[config.mk]
export PLATFORM = sky130hd
export DESIGN_NAME = prog_loader
export DESIGN_NICKNAME = d
export VERILOG_FILES = /design/src/rtl/prog_loader.sv
export SDC_FILE = /design/constraint.sdc
export NUM_CORES = 1
export LEC_CHECK = 0
export CORE_ASPECT_RATIO = 0.9
export CORE_MARGIN = 3
export CORE_UTILIZATION = 51
export DETAILED_ROUTE_END_ITERATION = 8
export MAX_ROUTING_LAYER = met4
export PLACE_DENSITY = 0.79
export SYNTH_ARGS = -nofsm -noshare
export SYNTH_HDL_FRONTEND = slang
export SYNTH_SLANG_ARGS = --single-unit
[constraint.sdc]
create_clock -name clk -period 3.3 [get_ports clk]
set_clock_uncertainty 0.1 [all_clocks]
set_input_delay 0.33 -clock clk [delete_from_list [all_inputs] [get_ports clk]]
set_output_delay 0.33 -clock clk [all_outputs]
set_load 0.01 [all_outputs]
[src/rtl/prog_loader.sv]
// Boot-stream loader: 4-byte big-endian length header, then program bytes packed into
// little-endian 32-bit words written to instruction memory from address 0.
// Optional `PROG_LOADER_ACK_EN adds a one-byte completion acknowledge on a tx handshake.
module prog_loader #(
  parameter int unsigned ADDR_W     = 12,
  parameter int unsigned SIZE_BYTES = 4
) (
  input  logic              clk,
  input  logic              rstn,
  input  logic              rx_valid,
  input  logic [7:0]        rx_data,
  output logic              imem_we,
  output logic [ADDR_W-1:0] imem_addr,
  output logic [31:0]       imem_wdata,
  output logic              load_done,
  output logic              load_err,
`ifdef PROG_LOADER_ACK_EN
  output logic              tx_valid,
  output logic [7:0]        tx_data,
  input  logic              tx_ready,
`endif
  output logic [31:0]       byte_count
);

  typedef enum logic [1:0] {StSize, StData, StDone} state_e;

  localparam logic [32:0]       CapBytes = 33'(4) << ADDR_W;
  localparam logic [ADDR_W-1:0] AddrMax  = '1;
  localparam logic [1:0]        HdrLast  = 2'(SIZE_BYTES - 1);

  state_e            state_q, state_d;
  logic [31:0]       size_q, size_d;
  logic [1:0]        hdr_cnt_q, hdr_cnt_d;
  logic [31:0]       buf_q, buf_d;
  logic [1:0]        lane_q, lane_d;
  logic [ADDR_W-1:0] addr_q, addr_d;
  logic              we_q, we_d;
  logic [31:0]       wdata_q, wdata_d;
  logic              err_q, err_d;
  logic [31:0]       cnt_q, cnt_d;
  logic              full_q, full_d;
  logic              last_q, last_d;
  logic [31:0]       size_shift;
  logic [31:0]       word;
`ifdef PROG_LOADER_ACK_EN
  logic              tx_valid_q, tx_valid_d;
`endif

  always_comb begin
    state_d    = state_q;
    size_d     = size_q;
    hdr_cnt_d  = hdr_cnt_q;
    buf_d      = buf_q;
    lane_d     = lane_q;
    addr_d     = addr_q;
    we_d       = 1'b0;
    wdata_d    = wdata_q;
    err_d      = err_q;
    cnt_d      = cnt_q;
    full_d     = full_q;
    last_d     = last_q;
`ifdef PROG_LOADER_ACK_EN
    tx_valid_d = tx_valid_q;
`endif
    size_shift = {size_q[23:0], rx_data};
    word       = buf_q;
    word[{lane_q, 3'b000} +: 8] = rx_data;

    unique case (state_q)
      StSize: begin
        if (rx_valid) begin
          size_d = size_shift;
          if (hdr_cnt_q == HdrLast) begin
            hdr_cnt_d = '0;
            if (size_shift == 32'd0) begin
              state_d = StDone;
`ifdef PROG_LOADER_ACK_EN
              tx_valid_d = 1'b1;
`endif
            end else begin
              state_d = StData;
              if ({1'b0, size_shift} > CapBytes) err_d = 1'b1;
            end
          end else begin
            hdr_cnt_d = hdr_cnt_q + 2'd1;
          end
        end
      end
      StData: begin
        // Address advances after each write; once the top word is written, memory is full.
        if (we_q) begin
          if (addr_q == AddrMax) full_d = 1'b1;
          else                   addr_d = addr_q + 1'b1;
        end
        if (last_q) begin
          state_d = StDone;
`ifdef PROG_LOADER_ACK_EN
          tx_valid_d = 1'b1;
`endif
        end else if (rx_valid) begin
          cnt_d = cnt_q + 32'd1;
          if (lane_q == 2'd3 || cnt_d == size_q) begin
            we_d    = ~full_d;
            wdata_d = word;
            buf_d   = '0;
            lane_d  = '0;
          end else begin
            buf_d  = word;
            lane_d = lane_q + 2'd1;
          end
          if (cnt_d == size_q) last_d = 1'b1;
        end
      end
      default: begin
`ifdef PROG_LOADER_ACK_EN
        if (tx_valid_q && tx_ready) tx_valid_d = 1'b0;
`endif
      end
    endcase
  end

  always_ff @(posedge clk or negedge rstn) begin
    if (!rstn) begin
      state_q    <= StSize;
      size_q     <= '0;
      hdr_cnt_q  <= '0;
      buf_q      <= '0;
      lane_q     <= '0;
      addr_q     <= '0;
      we_q       <= 1'b0;
      wdata_q    <= '0;
      err_q      <= 1'b0;
      cnt_q      <= '0;
      full_q     <= 1'b0;
      last_q     <= 1'b0;
`ifdef PROG_LOADER_ACK_EN
      tx_valid_q <= 1'b0;
`endif
    end else begin
      state_q    <= state_d;
      size_q     <= size_d;
      hdr_cnt_q  <= hdr_cnt_d;
      buf_q      <= buf_d;
      lane_q     <= lane_d;
      addr_q     <= addr_d;
      we_q       <= we_d;
      wdata_q    <= wdata_d;
      err_q      <= err_d;
      cnt_q      <= cnt_d;
      full_q     <= full_d;
      last_q     <= last_d;
`ifdef PROG_LOADER_ACK_EN
      tx_valid_q <= tx_valid_d;
`endif
    end
  end

  assign imem_we    = we_q;
  assign imem_addr  = addr_q;
  assign imem_wdata = wdata_q;
  assign load_done  = (state_q == StDone);
  assign load_err   = err_q;
  assign byte_count = cnt_q;
`ifdef PROG_LOADER_ACK_EN
  assign tx_valid   = tx_valid_q;
  assign tx_data    = err_q ? 8'hEE : 8'hAA;
`endif

endmodule

==> impl_summary.txt <==
----------------------------------------------------
[Logic synthesis]
  Summed instance area of the synthesized netlist ... roughly 7500 um2
  Ys async rst share ... 100%
  Cells after synthesis ... 712
  Post-Synthesis Net Count ... 731
  Number of warning messages in the yosys log ... 0
  Library cells used by synthesis ... between 50 and 60
  Synth Area per Inst ... between 10 and 15 um2
  Flip-flop cell with the highest count after synthesis ... sky130_fd_sc_hd__dfrtp_1
  Count of flip-flops with a built-in enable after synthesis ... 0
  Number of synthesized register bits ... 150
  Sequential share of the synthesized area ... 50.3%

[Setup path]
  Cell seen most often among critical-path stages ... sky130_fd_sc_hd__buf_4
  Class of the most critical setup path ... reg2reg
  Chain of cells forming the critical path ... nand4_1, or4_4, buf_4, buf_4, nor3_4, buf_6, a31oi_1, and4bb_1, nand4_4, a21oi_4, buf_12, clkbuf_16, mux2_4
  CP max-delay cell ... sky130_fd_sc_hd__or4_4
  Maximum single-stage delay on the critical path ... 570 ps
  CP Buf/Inv Count ... 5
  Critical path required time ... ~3500 ps
  Worst-path fanout max ... 6
  Category of cells accounting for the largest share of critical-path delay ... simple AND/OR/NAND/NOR gates
  Arrival time at the worst endpoint ... 3570 ps
  Kind of start point of the critical path ... flop
  Kind of end point of the critical path ... flop

[Detailed routing]
  Drt pass-1 iters ... 6
  Routed wire length per instance ... approximately 20 um
  Via count ... between 6000 and 7000
  Routed Wire Length ... 21300 um
  DR DRC count ... 0
  Antenna-violating nets left ... 0
  DR iter-0 viols ... 793
  Via/cell ratio ... between 5 and 6

[Floorplan]
  Floorplan Core Area ... approximately 14000 um2
  Rows ... around 40
  Effective utilization at floorplan ... between 50% and 60%
  Count of pins on the block boundary ... 90
  Horizontal die dimension ... 134 um
  Overall die area ... 16100 um2
  Vertical die dimension ... between 100 and 150 um

[Cells and area]
  Final std cell area, no fill ... about 10000 um2
  Post-layout net count ... 876
  Core utilization of the finished layout ... 70.3%
  Number of diodes added for antenna fixing ... 0
  Area added between synthesis and finish ... 33.3%
  Fraction of layout cells with a size suffix above 1 ... 23.0%
  Number of fill cells in the layout ... between 1000 and 1500
  Final std cells w/o fill ... 1063

[Outcome]
  Outcome ... finished with violations
  Violations in the final reports ... negative setup slack

[Hold path]
  Classification of the worst-slack hold path ... in2async

[Placed design]
  IO buf count ... 89
  Pre-CTS setup slack ... -215 ps
  Global placement routability congestion ... approximately 0.93
  Placed cell areas ... approximately 8900 um2
  Placed cell count ... between 1000 and 1500
  Post-DP HPWL ... roughly 14000 um

[GRT]
  Vias in the first global route ... 6246
  Global-route wire length before repair ... about 34000 um
  Pin count of the biggest net entering global routing ... slightly above 60
  Global-route total usage across every layer ... 27.4%
  Total overflow reported by the global router ... 0
  Number of antenna violations at the first check in global routing ... 0

[CTS]
  Clock latency at the later pin of the worst-skew pair ... around 430 ps
  Number of H-tree levels ... 4
  Cts bufs inserted ... 17
  Clock transition time at the flip-flop clock pins of the worst setup and hold paths ... ~60 ps
  Cell chosen for the clock root ... sky130_fd_sc_hd__clkbuf_16
  Deepest clock path buffer count ... 2
  Sinks on Clock Net ... 150
  Clock tree from TritonCTS ... yes

[Pwr]
  Internal power ... ~3.1 mW
  Gate power share ... 2.1%
  Worst voltage drop across the vdd grid ... about 0.47 mV
  P per Cell Area ... a little over 400 nW/um2
  Total chip power ... approximately 4 mW
  Portion of total power attributed to the clock network ... 51.9%
  Psw ... about 900 uW
  Static power due to leakage ... between 4 and 5 nW
  Switching share of power ... roughly 22%
  Sequential Power Share ... between 40% and 50%

[Timing]
  Final worst path period need ... around 3300 ps
  Final-report hold violation count ... 0
  Unrepaired setup endpoints after global routing ... true
  Count of final max-slew check failures ... 0
  Max_slew headroom ... 13.7%
  Total setup violations reported at the end of the flow ... 33
  Slew at the pin closest to its max-slew limit ... roughly 1300 ps
  Highest achievable clock rate ... around 300 MHz
  Setup slack of the critical path after layout ... -48.9 ps
  Final cycle utilization of the critical path ... 101%

[Run]
  Maximum Capacitance Violations ... 0

----------------------------------------------------
==> path summary, 6_finish.rpt <==
kind / from / endpoint / slack (ps) / depth (start not counted)
setup / recovery: byte_count[4] / imem_wdata[2] / -50 / 13
min in group clk: full_q / full_q / 390 / 1
setup reg to reg: byte_count[4] / imem_wdata[2] / -50 / 13
max in group asynchronous: rstn / size_q[16] / 1870 / 3
hold / removal: rstn / size_q[24] / 350 / 2
hold reg to reg: full_q / full_q / 390 / 1
==> per-layer routing <==
layer | routed length [um] | global-route usage [%] | up-vias
li1 | - | - | 2783
met1 | 9220 | 36.9 | 3159
met2 | 10100 | 41.8 | 288
met3 | 1460 | 6.03 | 58
met4 | 501 | 8.93 | 0
met5 | 0 | - | -
==> power by group through the flow <==
stage          Combinational [mW]  Sequential (mW)  Clock [mW]
2_1_floorplan             0.00975             1.87           0
3_3_place_gp               0.0806             1.87           0
3_5_place_dp               0.0824             1.87           0
4_1_cts                    0.0839             1.84        2.09
5_1_grt                    0.0933             1.84        2.18
6_report                   0.0844             1.84        2.08
==> placed cells by master, fill, tap and decap left out, types with 6 or more instances in the layout <==
cell type,instances
sky130_fd_sc_hd__o22ai_1,21
sky130_fd_sc_hd__nand4_1,18
sky130_fd_sc_hd__nand3_1,16
sky130_fd_sc_hd__nor2_1,35
sky130_fd_sc_hd__a21oi_1,18
sky130_fd_sc_hd__mux2_4,18
sky130_fd_sc_hd__mux2_1,6
sky130_fd_sc_hd__nor2b_1,8
sky130_fd_sc_hd__xnor2_1,55
sky130_fd_sc_hd__clkbuf_16,19
sky130_fd_sc_hd__inv_1,36
sky130_fd_sc_hd__buf_4,61
sky130_fd_sc_hd__o21ai_0,50
sky130_fd_sc_hd__xor2_1,28
sky130_fd_sc_hd__nand2_1,78
sky130_fd_sc_hd__mux2_2,36
sky130_fd_sc_hd__ha_1,7
sky130_fd_sc_hd__dfrtp_1,145
sky130_fd_sc_hd__nor4_1,10
sky130_fd_sc_hd__clkdlybuf4s50_1,88
sky130_fd_sc_hd__a2bb2oi_2,8
sky130_fd_sc_hd__nor3_1,11
==> cells in the mapped netlist (all sizes together) (6+ instances only) <==
library cell / n / area, um2
buf: 11 / 73.8
o22ai: 26 / 163
or4: 6 / 45.0
inv: 36 / 135
dfrtp: 150 / 3750
nand4: 20 / 146
o21ai: 51 / 255
clkbuf: 22 / 86.3
nor4: 12 / 81.3
xor2: 28 / 245
a2bb2oi: 8 / 120
nor3: 14 / 75.1
mux2: 60 / 676
nor2b: 10 / 62.6
xnor2: 55 / 482
nand2: 78 / 293
nor2: 38 / 143
ha: 8 / 100
a21oi: 20 / 111
nand3: 20 / 105
==> layout make-up <==
cell class / instances / area (um2) / share of cell area, %
clock buffers: 20 / 467 / 4.69
repair buffers: 159 / 1530 / 15.4
inverters: 36 / 135 / 1.36
well taps: 193 / 241 / 2.43
clock inverters: 12 / 165 / 1.66
multi-input cells: 493 / 3650 / 36.7
flip-flops and latches: 150 / 3760 / 37.8
==> worst register-to-register path, delay by kind of cell (launching register included) <==
| family | cells | cell delay [ps] |
|---|---|---|
| buf+inv | 5 | 770 |
| mux | 1 | 300 |
| flops | 1 | 400 |
| simple gates | 5 | 1390 |
| compound gates | 2 | 290 |
==> cells by family (layout without fill, tap and decap cells) <==
kind of cell               Yosys count  in the layout  share of synthesized area [%]
and+or+nand+nor                    219            219                           15.0
DFF                                150            150                           50.3
AOI/OAI and AO/OA                  123            123                           10.7
xor gates and xnor gates            83             83                           9.74
buffers and inverters               69            227                           3.96
muxes                               60             60                           9.05
adders and majority gates            8              8                           1.34
==> flip-flops by register name (all words and copies together), names as in the netlist, 2 cells and up <==
signal and cells:
imem_addr 12, imem_wdata 32, hdr_cnt_q 2, size_q 32
buf_q 32, lane_q 2, state_q 2, byte_count 32
==> metrics by stage <==
step	hold slack (ps)	setup TNS [ps]
finish	354	-1010
global route	401	-7760
CTS	364	-835
detailed placement	261	-9810
global placement	247	-7910
floorplan	-65.6	-1360
==> timing repair <==
| item | in CTS | in global routing |
|---|---|---|
| pin swaps | 3 | 10 |
| resized for setup | 13 | 34 |
| setup endpoints to repair | 66 | 66 |
| cloned | 1 | 2 |
| endpoints found under the hold margin | 59 | 0 |
| hold buffers | 1 | 0 |
| setup buffers | 0 | 10 |
Power figures use the tool's default switching activity.
